`src/rtl/pc_stack_reg.sv`:
```
// pc_stack_reg: program counter with an integrated return-address stack.
// Supports increment, load, call (push PC+1, jump) and return (pop, jump), one
// cycle each. Illegal command mixes, overflow and underflow raise sticky flags
// and leave the PC and stack unchanged.
module pc_stack_reg #(
    parameter int              WIDTH     = 12,
    parameter int              DEPTH     = 4,
    parameter logic [WIDTH-1:0] RESET_VAL = '0,
    localparam int             LW        = $clog2(DEPTH + 1)
) (
    input  logic             CLK,
    input  logic             CLR,
    input  logic             INR,
    input  logic             LD,
    input  logic             CALL,
    input  logic             RET,
    input  logic [WIDTH-1:0] D,
    input  logic             CLRERR,
    output logic [WIDTH-1:0] Q,
    output logic [LW-1:0]    LVL,
    output logic             EMPTY,
    output logic             FULL,
    output logic             CARRY,
    output logic             OVF,
    output logic             UNF,
    output logic             CFL
);

    // Stack index width; storage is rounded up to a power of two so the
    // index never needs a width cast. Slots at or above LVL are never read.
    localparam int IW = (DEPTH > 1) ? $clog2(DEPTH) : 1;
    localparam int SZ = 1 << IW;

    logic [WIDTH-1:0] q_q, q_d, q_inc;
    logic [LW-1:0]    lvl_q, lvl_d, lvl_m1;
    logic             empty_q, empty_d, full_q, full_d;
    logic             carry_q, carry_d;
    logic             ovf_q, ovf_d, unf_q, unf_d, cfl_q, cfl_d;
    logic             ovf_set, unf_set;
    logic [WIDTH-1:0] stack_q [SZ];
    logic [2:0]       n_cmd;
    logic             conflict, push;
    logic [IW-1:0]    wr_idx, rd_idx;

    assign q_inc    = q_q + WIDTH'(1);
    assign lvl_m1   = lvl_q - LW'(1);
    assign wr_idx   = lvl_q[IW-1:0];
    assign rd_idx   = lvl_m1[IW-1:0];
    assign n_cmd    = 3'(INR) + 3'(LD) + 3'(CALL) + 3'(RET);
    assign conflict = (n_cmd > 3'd1);
    assign push     = CALL && !conflict && !full_q;

    // Next-state decode: exactly one command acts, otherwise hold
    always_comb begin
        q_d     = q_q;
        lvl_d   = lvl_q;
        carry_d = 1'b0;
        ovf_set = 1'b0;
        unf_set = 1'b0;
        if (!conflict) begin
            if (INR) begin
                q_d     = q_inc;
                carry_d = &q_q;
            end else if (LD) begin
                q_d = D;
            end else if (CALL) begin
                if (full_q) begin
                    ovf_set = 1'b1;
                end else begin
                    q_d   = D;
                    lvl_d = lvl_q + LW'(1);
                end
            end else if (RET) begin
                if (empty_q) begin
                    unf_set = 1'b1;
                end else begin
                    q_d   = stack_q[rd_idx];
                    lvl_d = lvl_m1;
                end
            end
        end
        // A new error in the same cycle as CLRERR wins
        ovf_d   = (ovf_q && !CLRERR) || ovf_set;
        unf_d   = (unf_q && !CLRERR) || unf_set;
        cfl_d   = (cfl_q && !CLRERR) || conflict;
        // Registered decodes keep EMPTY/FULL glitch-free
        empty_d = (lvl_d == '0);
        full_d  = (lvl_d == LW'(DEPTH));
    end

    // PC, level and flag registers with asynchronous clear
    always_ff @(posedge CLK or posedge CLR) begin
        if (CLR) begin
            q_q     <= RESET_VAL;
            lvl_q   <= '0;
            empty_q <= 1'b1;
            full_q  <= 1'b0;
            carry_q <= 1'b0;
            ovf_q   <= 1'b0;
            unf_q   <= 1'b0;
            cfl_q   <= 1'b0;
        end else begin
            q_q     <= q_d;
            lvl_q   <= lvl_d;
            empty_q <= empty_d;
            full_q  <= full_d;
            carry_q <= carry_d;
            ovf_q   <= ovf_d;
            unf_q   <= unf_d;
            cfl_q   <= cfl_d;
        end
    end

    // Return-address storage; contents survive CLR since LVL gates all reads
    always_ff @(posedge CLK) begin
        if (push) begin
            stack_q[wr_idx] <= q_inc;
        end
    end

    assign Q     = q_q;
    assign LVL   = lvl_q;
    assign EMPTY = empty_q;
    assign FULL  = full_q;
    assign CARRY = carry_q;
    assign OVF   = ovf_q;
    assign UNF   = unf_q;
    assign CFL   = cfl_q;

endmodule
```
`config.mk`:
```
export PLATFORM = sky130hd
export DESIGN_NAME = pc_stack_reg
export DESIGN_NICKNAME = d
export VERILOG_FILES = /design/src/rtl/pc_stack_reg.sv
export SDC_FILE = /design/constraint.sdc
export NUM_CORES = 1
export LEC_CHECK = 0
export ABC_AREA = 1
export BUFFER_PORTS_ARGS = -buffer_cell sky130_fd_sc_hd__buf_2
export CAP_MARGIN = 0
export CORE_MARGIN = 3
export CORE_UTILIZATION = 40
export CTS_CLUSTER_DIAMETER = 60
export DETAILED_ROUTE_END_ITERATION = 6
export GPL_TIMING_DRIVEN = 1
export SYNTH_ARGS = -nofsm -noshare
export SYNTH_HDL_FRONTEND = slang
export SYNTH_SLANG_ARGS = --single-unit
```
`constraint.sdc`:
```
create_clock -name CLK -period 1.84 [get_ports CLK]
set_input_delay 0.184 -clock CLK [delete_from_list [all_inputs] [get_ports CLK]]
set_output_delay 0.184 -clock CLK [all_outputs]
set_load 0.05 [all_outputs]
```
==> key figures <==
Setup path
  • Worst setup SP type: flip-flop
  • R2R Setup Slk: approximately 170 ps
  • Max incr delay on CP: slightly below 400 ps
  • Reg2reg end: FULL
  • Kind of critical path: reg -> reg
  • Critical path peak fanout: 28
  • CP max stage cell: dfrtp_2
  • Worst path required time: about 2100 ps
  • Most used cell, CP: inv_1
  • Crit path capture type: flip-flop
  • Critical path arrival: around 1900 ps
  • Cell Chain, Critical Path: buf_4, ha_1, inv_1, a21oi_1, nand3_1, nand2_1, nand2_2, inv_1, nor2_1
  • FF-to-FF path depth: 9
  • FF-to-FF Start: LVL[0]

Clock network
  • Root Driver: clkbuf_8
  • H-tree depth: 3
  • Maximum clock insertion buffer count: 2
  • CTS tree: done
  • Clk slew on worst S/H paths: ~80 ps
  • Clk sinks: approximately 70
  • Clock Latency Late Sink: 340 ps
  • Number of buffers created by CTS: 9

Pwr
  • Leakage power: 0.00181 µW
  • Clock Power Share: 19.5%
  • Switching Fraction: between 40% and 50%
  • Cell area power density: ~1400 mW/mm²
  • Gate power share: between 40% and 50%
  • Total Power: approximately 5900 µW
  • Int Power: roughly 3300 µW
  • VDD IR max: roughly 0.00089 V
  • Seq pwr share: between 30% and 40%
  • P_sw: about 2600 µW

Detailed routing
  • Vias: 2666
  • Routed WL per cell: 14.6 µm
  • DRC violations left: 0
  • Routed Wire Length: between 7000 and 8000 µm
  • ANT nets after route: 0
  • Vias per inst: a little under 5
  • Initial drt markers: between 100 and 150
  • Pre-Repair DR Iteration Count: 4

Timing
  • Worst slew margin: just over 70%
  • Final hold viol count: 0
  • Fmax: 0.600 GHz
  • Setup TNS Final: 0 ps
  • RSZ-0062 raised after global routing: no
  • Pin slew with the least headroom to its limit: 429 ps
  • Fin crit share: about nine tenths
  • Skew final: roughly 12 ps
  • Fin crit period: about 1700 ps
  • Final Setup Violations: 0
  • Final Max Slew Viols: 0

Job
  • Max-cap violations: 0

Synthesis
  • Synth Area in Simple Gates: about 30%
  • Dominant synthesized flop cell: edfxtp_1
  • Syn Nets: 406
  • Area share of fa/ha/maj cells after synthesis: ~2.7%
  • Synthesized area: between 0.003 and 0.004 mm²
  • Xor/xnor share of the synthesized area: less than 1%
  • Mean Syn Cell Area: about 9 µm²
  • Syn Inst Count: between 300 and 400
  • Async set-or-reset flop fraction in the synthesized netlist: 30.4%
  • Count of warnings emitted by yosys: 0
  • EDFF count, synth: 48
  • Main combinational cell family by area after synthesis: simple AND/OR/NAND/NOR gates
  • Post-synth cell types: 30
  • Multiplexer share of the synthesized area: 0%
  • Compound-Gate Fraction of Synth Area: between 3 and 4%
  • Seq/Total Area, Yosys: 56.7%
  • Yosys reg bits: 69

Floorplanning
  • Die area: between 0.009 and 0.01 mm²
  • IO Pins: 40
  • Die width: slightly below 100 µm
  • Starting Density: approximately two fifths
  • Core ar.: just over 0.008 mm²
  • Die height: a little under 100 µm
  • Row cnt: 33

Worst hold path
  • WHS Endpoint: CFL
  • Hold Path Class: in -> reg
  • WHS Path Cells: 2
  • Hold wc startpoint: CLRERR

Final layout
  • Commonest non-fill, non-tap cells in the layout: nand2_1, nand3_1, edfxtp_1
  • Post-route insts no fill: roughly 550
  • Layout area overhead: 18.9%
  • Commonest non-fill, non-tap cell in the layout: nand2_1
  • Antenna diodes: 0
  • Share of cells above drive strength 1: a little under a quarter
  • Core Util, Final: roughly half
  • Nets@finish: around 460

Status
  • Outcome: finished, final reports clean

Global routing
  • Largest net degree at the start of global routing: 29
  • Grt ovf: 0
  • Aggregate global-route resource usage: ~17%
  • Initial antenna violation count: 0
  • First-pass GRT wire length: roughly 13000 µm
  • Vias in the first global route: 2526

Placement
  • Port Buffers: 39
  • Dpl cells: 527
  • Routability congestion estimate: 0.907
  • DP Wirelength: ~5900 µm
-- worst max-delay path by stage --
stage	startpoint	depth (start not counted)	slack [ps]	endpoint
2_1_floorplan	INR	8	-80	stack_q[0][0]
3_3_place_gp	RET	8	-5	stack_q[0][4]
3_5_place_dp	RET	8	-30	stack_q[0][6]
4_1_cts	LVL[1]	9	50	EMPTY
5_1_grt	LVL[0]	8	10	EMPTY
6_report	LVL[0]	9	170	FULL
-- registers in the layout (all words and copies together), names as in the netlist --
| register | count |
|---|---|
| LVL | 3 |
| CFL | 1 |
| FULL | 1 |
| UNF | 1 |
| Q | 12 |
| CARRY | 1 |
| stack_q | 48 |
| OVF | 1 |
| EMPTY | 1 |
-- final cells by class --
cell class | count | area, µm²
clock inverters | 7 | 56.3
flip-flops and latches | 69 | 1970
fillers | 769 | 4170
multi-input cells | 262 | 1300
repair buffers | 58 | 403
inverters | 35 | 143
well taps | 105 | 131
clock buffers | 9 | 124
-- layer usage --
metal	GRT usage (%)	vias to the layer above	wire length, µm
met4	6.51	0	111
met2	24.8	55	3460
met5	0	-	0
met3	2.95	9	297
met1	26.2	1236	4110
li1	-	1366	-
-- repair_timing --
item / in CTS / in global routing
hold buffers: 1 / 0
resized for setup: 0 / 1
setup endpoints to repair: 0 / 10
hold endpoints to repair: 20 / 0
setup buffers: 0 / 1
-- cells by family after synthesis --
group	after synthesis
fa+ha+maj	7
compound gates	19
xor+xnor	1
flops	69
buf+inv	49
simple gates	235
-- Yosys cell counts, types with 2 or more instances --
master	n	area, µm²
a21oi_2	3	26.3
nand2_1	127	477
buf_4	4	30.0
ha_1	6	75.1
nor2_2	2	12.5
nand2_2	3	18.8
edfxtp_1	48	1440
a21oi_1	5	25.0
nand3_1	73	365
inv_2	2	7.51
o21ai_0	7	35.0
nor2_1	21	78.8
buf_2	5	25.0
o22ai_1	2	12.5
nand3b_1	2	15.0
buf_6	4	45.0
inv_4	2	12.5
nor2_4	2	22.5
dfrtp_1	20	500
inv_1	31	116
nand4_1	2	12.5
-- stage by stage --
stage	hold WS (ps)	area [µm²]	setup slack, ps
after CTS	33.2	4100	53.1
after floorplan	160	3530	-79.2
final	45.9	4130	175
after global routing	45.0	4130	12.1
after detailed placement	234	3910	-29.5
after global placement	229	3910	-5.33
-- power by group through the flow --
stage | registers, µW | logic [µW] | clock network [µW]
after floorplan | 2620 | 1370 | 0
after global placement | 2210 | 2420 | 0
after CTS | 2180 | 2460 | 1170
after global routing | 2210 | 2850 | 1240
final | 2180 | 2550 | 1150
after detailed placement | 2210 | 2440 | 0
-- critical path: cells and delay by family, from the launching register on --
family,cells,cell delay [ps]
AO/OA/AOI/OAI,1,260
adder cells (fa/ha/maj),1,200
buffers and inverters,3,420
flip-flops,1,390
AND/OR/NAND/NOR,4,290
Note: power is estimated with default switching activity, not from simulation.
